`src/rtl/alu_op_decoder.sv`:
```
// Single-slot RV32I OP/OP-IMM decoder for the ALU, with a valid/ready handshake on both sides.
// Optional feature macro: ILLEGAL_CNT_EN adds a saturating illegal_cnt output.
module alu_op_decoder #(
    parameter int          XLEN       = 32,
    parameter int          RA_W       = 5,
    parameter logic [3:0]  ILLEGAL_OP = 4'b0000
) (
    input  logic            clk,
    input  logic            rst,
    input  logic            flush,
    input  logic            in_valid,
    output logic            in_ready,
    input  logic [31:0]     instr,
    output logic            out_valid,
    input  logic            out_ready,
    output logic [3:0]      alu_op,
    output logic [RA_W-1:0] rs1,
    output logic [RA_W-1:0] rs2,
    output logic [RA_W-1:0] rd,
    output logic            use_imm,
    output logic [XLEN-1:0] imm,
`ifdef ILLEGAL_CNT_EN
    output logic [15:0]     illegal_cnt,
`endif
    output logic            illegal
);

    localparam logic [6:0] OPC_OP     = 7'b0110011;
    localparam logic [6:0] OPC_OP_IMM = 7'b0010011;
    localparam logic [6:0] F7_BASE    = 7'b0000000;
    localparam logic [6:0] F7_ALT     = 7'b0100000;

    localparam logic [3:0] OP_ADD  = 4'b0000;
    localparam logic [3:0] OP_SUB  = 4'b0001;
    localparam logic [3:0] OP_SLT  = 4'b0010;
    localparam logic [3:0] OP_SLTU = 4'b0011;
    localparam logic [3:0] OP_AND  = 4'b0100;
    localparam logic [3:0] OP_OR   = 4'b0101;
    localparam logic [3:0] OP_XOR  = 4'b0110;
    localparam logic [3:0] OP_SLL  = 4'b0111;
    localparam logic [3:0] OP_SRL  = 4'b1000;
    localparam logic [3:0] OP_SRA  = 4'b1001;

    logic [2:0]      funct3;
    logic [6:0]      funct7;
    logic [3:0]      op_next;
    logic            use_imm_next;
    logic [XLEN-1:0] imm_next;
    logic            illegal_next;
    logic [RA_W-1:0] rs2_next;

    logic            valid_reg;
    logic [3:0]      op_reg;
    logic [RA_W-1:0] rs1_reg;
    logic [RA_W-1:0] rs2_reg;
    logic [RA_W-1:0] rd_reg;
    logic            use_imm_reg;
    logic [XLEN-1:0] imm_reg;
    logic            illegal_reg;
    logic            accept;

    assign funct3 = instr[14:12];
    assign funct7 = instr[31:25];

    always_comb begin
        op_next      = ILLEGAL_OP;
        use_imm_next = 1'b0;
        imm_next     = '0;
        illegal_next = 1'b1;
        if (instr[6:0] == OPC_OP) begin
            illegal_next = 1'b0;
            case ({funct7, funct3})
                {F7_BASE, 3'b000}: op_next = OP_ADD;
                {F7_BASE, 3'b001}: op_next = OP_SLL;
                {F7_BASE, 3'b010}: op_next = OP_SLT;
                {F7_BASE, 3'b011}: op_next = OP_SLTU;
                {F7_BASE, 3'b100}: op_next = OP_XOR;
                {F7_BASE, 3'b101}: op_next = OP_SRL;
                {F7_BASE, 3'b110}: op_next = OP_OR;
                {F7_BASE, 3'b111}: op_next = OP_AND;
                {F7_ALT,  3'b000}: op_next = OP_SUB;
                {F7_ALT,  3'b101}: op_next = OP_SRA;
                default:           illegal_next = 1'b1;
            endcase
        end else if (instr[6:0] == OPC_OP_IMM) begin
            illegal_next = 1'b0;
            use_imm_next = 1'b1;
            imm_next     = {{(XLEN-12){instr[31]}}, instr[31:20]};
            case (funct3)
                3'b000: op_next = OP_ADD;
                3'b010: op_next = OP_SLT;
                3'b011: op_next = OP_SLTU;
                3'b100: op_next = OP_XOR;
                3'b110: op_next = OP_OR;
                3'b111: op_next = OP_AND;
                3'b001: begin
                    imm_next = {{(XLEN-5){1'b0}}, instr[24:20]};
                    if (funct7 == F7_BASE) op_next = OP_SLL;
                    else                   illegal_next = 1'b1;
                end
                default: begin
                    imm_next = {{(XLEN-5){1'b0}}, instr[24:20]};
                    if (funct7 == F7_BASE)     op_next = OP_SRL;
                    else if (funct7 == F7_ALT) op_next = OP_SRA;
                    else                       illegal_next = 1'b1;
                end
            endcase
        end
        // Anything illegal is forwarded as a register-register ADD with no immediate
        if (illegal_next) begin
            op_next      = ILLEGAL_OP;
            use_imm_next = 1'b0;
            imm_next     = '0;
        end
    end

    assign rs2_next = use_imm_next ? '0 : instr[24:20];
    assign in_ready = ~flush & (~valid_reg | out_ready);
    assign accept   = in_valid & in_ready;

    always_ff @(posedge clk or posedge rst) begin
        if (rst) begin
            valid_reg   <= 1'b0;
            op_reg      <= '0;
            rs1_reg     <= '0;
            rs2_reg     <= '0;
            rd_reg      <= '0;
            use_imm_reg <= 1'b0;
            imm_reg     <= '0;
            illegal_reg <= 1'b0;
        end else if (flush) begin
            valid_reg <= 1'b0;
        end else if (accept) begin
            valid_reg   <= 1'b1;
            op_reg      <= op_next;
            rs1_reg     <= instr[19:15];
            rs2_reg     <= rs2_next;
            rd_reg      <= instr[11:7];
            use_imm_reg <= use_imm_next;
            imm_reg     <= imm_next;
            illegal_reg <= illegal_next;
        end else if (out_ready) begin
            valid_reg <= 1'b0;
        end
    end

`ifdef ILLEGAL_CNT_EN
    logic [15:0] illegal_cnt_reg;

    // A flushed slot is discarded, so it never counts even if out_ready was high
    always_ff @(posedge clk or posedge rst) begin
        if (rst) begin
            illegal_cnt_reg <= '0;
        end else if (valid_reg && out_ready && !flush && illegal_reg
                     && illegal_cnt_reg != 16'hFFFF) begin
            illegal_cnt_reg <= illegal_cnt_reg + 16'd1;
        end
    end

    assign illegal_cnt = illegal_cnt_reg;
`endif

    assign out_valid = valid_reg;
    assign alu_op    = op_reg;
    assign rs1       = rs1_reg;
    assign rs2       = rs2_reg;
    assign rd        = rd_reg;
    assign use_imm   = use_imm_reg;
    assign imm       = imm_reg;
    assign illegal   = illegal_reg;

endmodule

```
`config.mk`:
```
export PLATFORM = sky130hd
export DESIGN_NAME = alu_op_decoder
export DESIGN_NICKNAME = d
export VERILOG_FILES = /design/src/rtl/alu_op_decoder.sv
export SDC_FILE = /design/constraint.sdc
export NUM_CORES = 1
export LEC_CHECK = 0
export ABC_AREA = 1
export BUFFER_PORTS_ARGS = -buffer_cell sky130_fd_sc_hd__buf_2
export CELL_PAD_IN_SITES_DETAIL_PLACEMENT = 0
export CELL_PAD_IN_SITES_GLOBAL_PLACEMENT = 2
export CORE_MARGIN = 2
export CORE_UTILIZATION = 25
export CTS_BUF_LIST = sky130_fd_sc_hd__clkbuf_8
export DETAILED_ROUTE_END_ITERATION = 7
export PLACE_DENSITY = 0.83
export SLEW_MARGIN = 20
export SYNTH_ARGS = -nofsm -noshare
export SYNTH_HDL_FRONTEND = slang
export SYNTH_SLANG_ARGS = --single-unit
```
`constraint.sdc`:
```
create_clock -name clk -period 1.3 [get_ports clk]
set_input_delay 0.13 -clock clk [delete_from_list [all_inputs] [get_ports clk]]
set_output_delay 0.13 -clock clk [all_outputs]
set_load 0.03 [all_outputs]
```
==> results.md <==
Outcome:
- The run finished with clean final reports.

Floorplanning:
- The starting density of the core is 0.2603.
- The region available for standard cell placement spans 7292 um2.
- The die area is 8306 um2.
- The number of rows created at floorplan is 31.
- The die extent in y is 91.14 um.
- The die is a little over 90 um wide.
- In this run the count of I/O pins placed on the die edge is 92.

GRT:
- After global routing the overflow that remains totals 0.
- For this run, the total global-route usage over all layers was measured as 0.1159.
- Entering global routing, the biggest net connects 35 pins.
- The global-route wire length before repair is 7645 um.
- The number of global-route vias before repair was 1618.
- The number of antenna violations at the first check in global routing is 0.

Timing:
- Setup repair after global routing left no endpoint under its margin.
- The final worst clock skew is 0.005085 ns.
- The final-report max-slew violation count is 0.
- The total setup violations reported at the end of the flow is 0.
- The achievable clock frequency is 828.6 MHz.
- The transition time at the pin with the least slew margin is 0.4350 ns.
- The clock period could shrink to between 1 and 1.5 ns.
- In the finished design, the share of the clock period the worst path needs comes to 0.9284.
- Summed over all failing endpoints, the final setup total negative slack is 0 ns.
- The worst slew slack as a fraction of its limit is 0.7100.
- The count of endpoints failing hold in the final timing report came to 0.

Critical path:
- In this run the worst path has a maximum fanout of 2.
- Data arrives at the worst endpoint at 1.08 ns.
- The kind of launch point of the worst setup path is a register.
- The worst setup path is captured at an output port.
- The number of cells on the worst reg-to-reg path is 4.
- The data required time of the worst path is between 1 and 1.5 ns.
- The critical path is of the reg2out type.

Yosys:
- During synthesis, Yosys emitted a total of 0 warnings.
- The instance count of the mapped netlist is 239.
- Yosys mapped the design onto 27 distinct sky130hd cell types.
- The cell area after synthesis is 1898 um2.
- The number of nets produced by synthesis is roughly 280.
- Dividing the synthesized area by the synthesized cell count gives 7.942 um2.
- The share of the synthesized area in the top cell type is 0.4483.
- Summed over all instances, the cell type with the most area after synthesis is dfrtp_1.
- The register area share after synthesis is 0.4483.
- Yosys attributes the largest share of cell area to dfrtp_1, nand2_1, buf_4.
- In this run, synthesis produced a sequential element count of 34.

Cells and area:
- The flip-flop count of the largest register, all copies and words added is 12.
- Of the cells placed in the final design, the portion with a size suffix greater than 1 is 0.4241.
- The count of nets after finishing is 359.
- After the flow finishes, the layout carries non-filler instances totaling 422.
- The layout has ~800 filler cells.
- The most common cell after layout, fill and taps aside is buf_2.
- After routing the design area is 2504 um2.
- The area growth from synthesis to layout is 31.91%.
- The top cell types in the final layout, fill and taps aside, are buf_2, nand2_1, dfrtp_1.
- The number of antenna diodes in the final layout is 0.

Power and ir drop:
- The switching share of power is 0.3173.
- The part of the total power dissipated in sequential elements is 0.462.
- The part of the power in the clock network is 0.315.
- The share of total power dissipated in combinational logic is 0.222.
- Summed over all nets, the switching power comes to around 800 uW.
- Across the VDD grid, the largest voltage drop is 0.5390 mV.
- Internal power comes to 1.738 mW.
- The power per unit of standard cell area is 1017 nW/um2.
- The leakage component of the power is around 1.5 nW.

Placement:
- The instance area at placement is 2389 um2.
- The weighted congestion at the end of routability-driven global placement is 0.7891.
- Detailed placement ended at an HPWL of 3567 um.
- The number of buffers inserted by port buffering is 91.
- The total placed cells including tap cells is 413.

Detailed routing:
- The pre-antenna-repair detailed-routing pass consisted of 4 iterations.
- In the final routed layout, each cell accounts on average for 11.06 um.
- In this run, the number of DRC markers left after iteration 0 of detailed routing was 67.
- After detailed routing, the number of vias per cell comes to 4.190.
- The number of routed nets with antenna violations is 0.
- The number of remaining DRC errors is 0.
- Summing over every cut layer, the via total after detailed routing is about 1800.
- After detailed routing, the total wire length is 4669 um.

Clock tree:
- The clock reaches the later pin of the worst-skew pair after 0.29 ns.
- Buffers inserted during clock tree synthesis total 5.
- After clock tree synthesis, the clock-pin slew on the worst setup and hold paths is around 0.070 ns.
- The maximum buffer depth of the clock tree is 2.
- The clock tree from TritonCTS is done.
- In this run the number of H-tree levels came out at 2.
- The cell chosen for the clock root is clkbuf_8.
- The TritonCTS sink count is 34.

Min path:
- The tightest min-delay check is of the in2reg type.
- Along the worst hold path, the cell count comes to 2.

Job:
- The number of maximum-capacitance violations is 0.
-- final cells by class --
cell class | instances | area (um2) | share of cell area
Sequential cell | 34 | 853.3 | 0.3408
Multi-Input combinational cell | 157 | 798.3 | 0.3188
Timing Repair Buffer | 101 | 548.0 | 0.2189
Tap cell | 99 | 123.9 | 0.04948
Inverter | 23 | 88.84 | 0.03548
Clock buffer | 6 | 82.58 | 0.03298
Clock inverter | 2 | 8.758 | 0.003498
-- final timing paths --
| check | from | endpoint | slack (ns) |
|---|---|---|---|
| max reg2reg | out_valid$_DFFE_PP0P_ | imm[30]$_DFFE_PP0P_ | 0.10 |
| min | flush | out_valid$_DFFE_PP0P_ | 0.02 |
| min reg2reg | rd[4]$_DFFE_PP0P_ | rd[4]$_DFFE_PP0P_ | 0.48 |
| min in group asynchronous | rst | rd[3]$_DFFE_PP0P_ | 0.47 |
| max in group asynchronous | rst | out_valid$_DFFE_PP0P_ | 0.49 |
| max | out_valid$_DFFE_PP0P_ | in_ready | 0.09 |
-- logic make-up (layout without fill, tap and decap cells) --
logic type                after synthesis  in the layout  share of synthesized area
AOI/OAI and AO/OA                      24             24                    0.09822
xor gates and xnor gates                1              1                   0.004615
buffers and inverters                  48            132                     0.1364
DFF                                    34             34                     0.4483
and+or+nand+nor                       132            132                     0.3125
-- worst max-delay path, cell delays in order (launching register included) --
cell and delay (ns):
dfrtp_2 0.40, nand2_2 0.09, inv_1 0.05, nor2_1 0.08, buf_4 0.16
-- layer usage --
metal / share of wire / wire [um] / global-route usage / vias to the layer above
met5: 0 / 0 / 0 / -
met4: 0.0079 / 37 / 0.02652 / 0
met3: 0.079 / 370 / 0.04315 / 4
met2: 0.42 / 1968 / 0.1765 / 70
met1: 0.49 / 2292 / 0.1567 / 790
li1: - / - / - / 904
-- stage by stage --
stage | worst slack [ns] | power, mW | utilization | hold slack [ns]
after floorplan | 0.02330 | 1.549 | - | 0.1927
after global placement | 0.06703 | 1.762 | 0.3276 | 0.2522
after detailed placement | 0.03134 | 1.765 | 0.3276 | 0.2508
after CTS | 0.01539 | 2.582 | 0.3416 | 0.01408
after global routing | 0.02882 | 2.696 | 0.3433 | 0.01396
final | 0.09308 | 2.545 | 0.3433 | 0.02210
-- power by group through the flow --
stage | Clock (mW) | Sequential (mW) | Combinational [mW]
after floorplan | 0 | 1.35 | 0.198
after global routing | 0.887 | 1.19 | 0.622
after global placement | 0 | 1.20 | 0.567
after CTS | 0.832 | 1.18 | 0.572
after detailed placement | 0 | 1.20 | 0.568
final | 0.802 | 1.18 | 0.566
-- Yosys cell counts (all sizes together) --
cell / instances
nand4: 2
nand3: 20
nand2: 87
dfrtp: 34
o41ai: 3
nor3: 3
o21ai: 19
nand3b: 1
a21boi: 1
nor2: 19
clkbuf: 4
inv: 22
xor2: 1
a2bb2oi: 1
clkinv: 1
buf: 21
-- what timing repair did --
action / in CTS / in global routing
setup endpoints to repair: 21 / 2
endpoints found under the hold margin: 34 / 0
resized for setup: 1 / 4
hold buffers: 1 / 0
setup buffers: 0 / 0
Power figures use the tool's default switching activity.
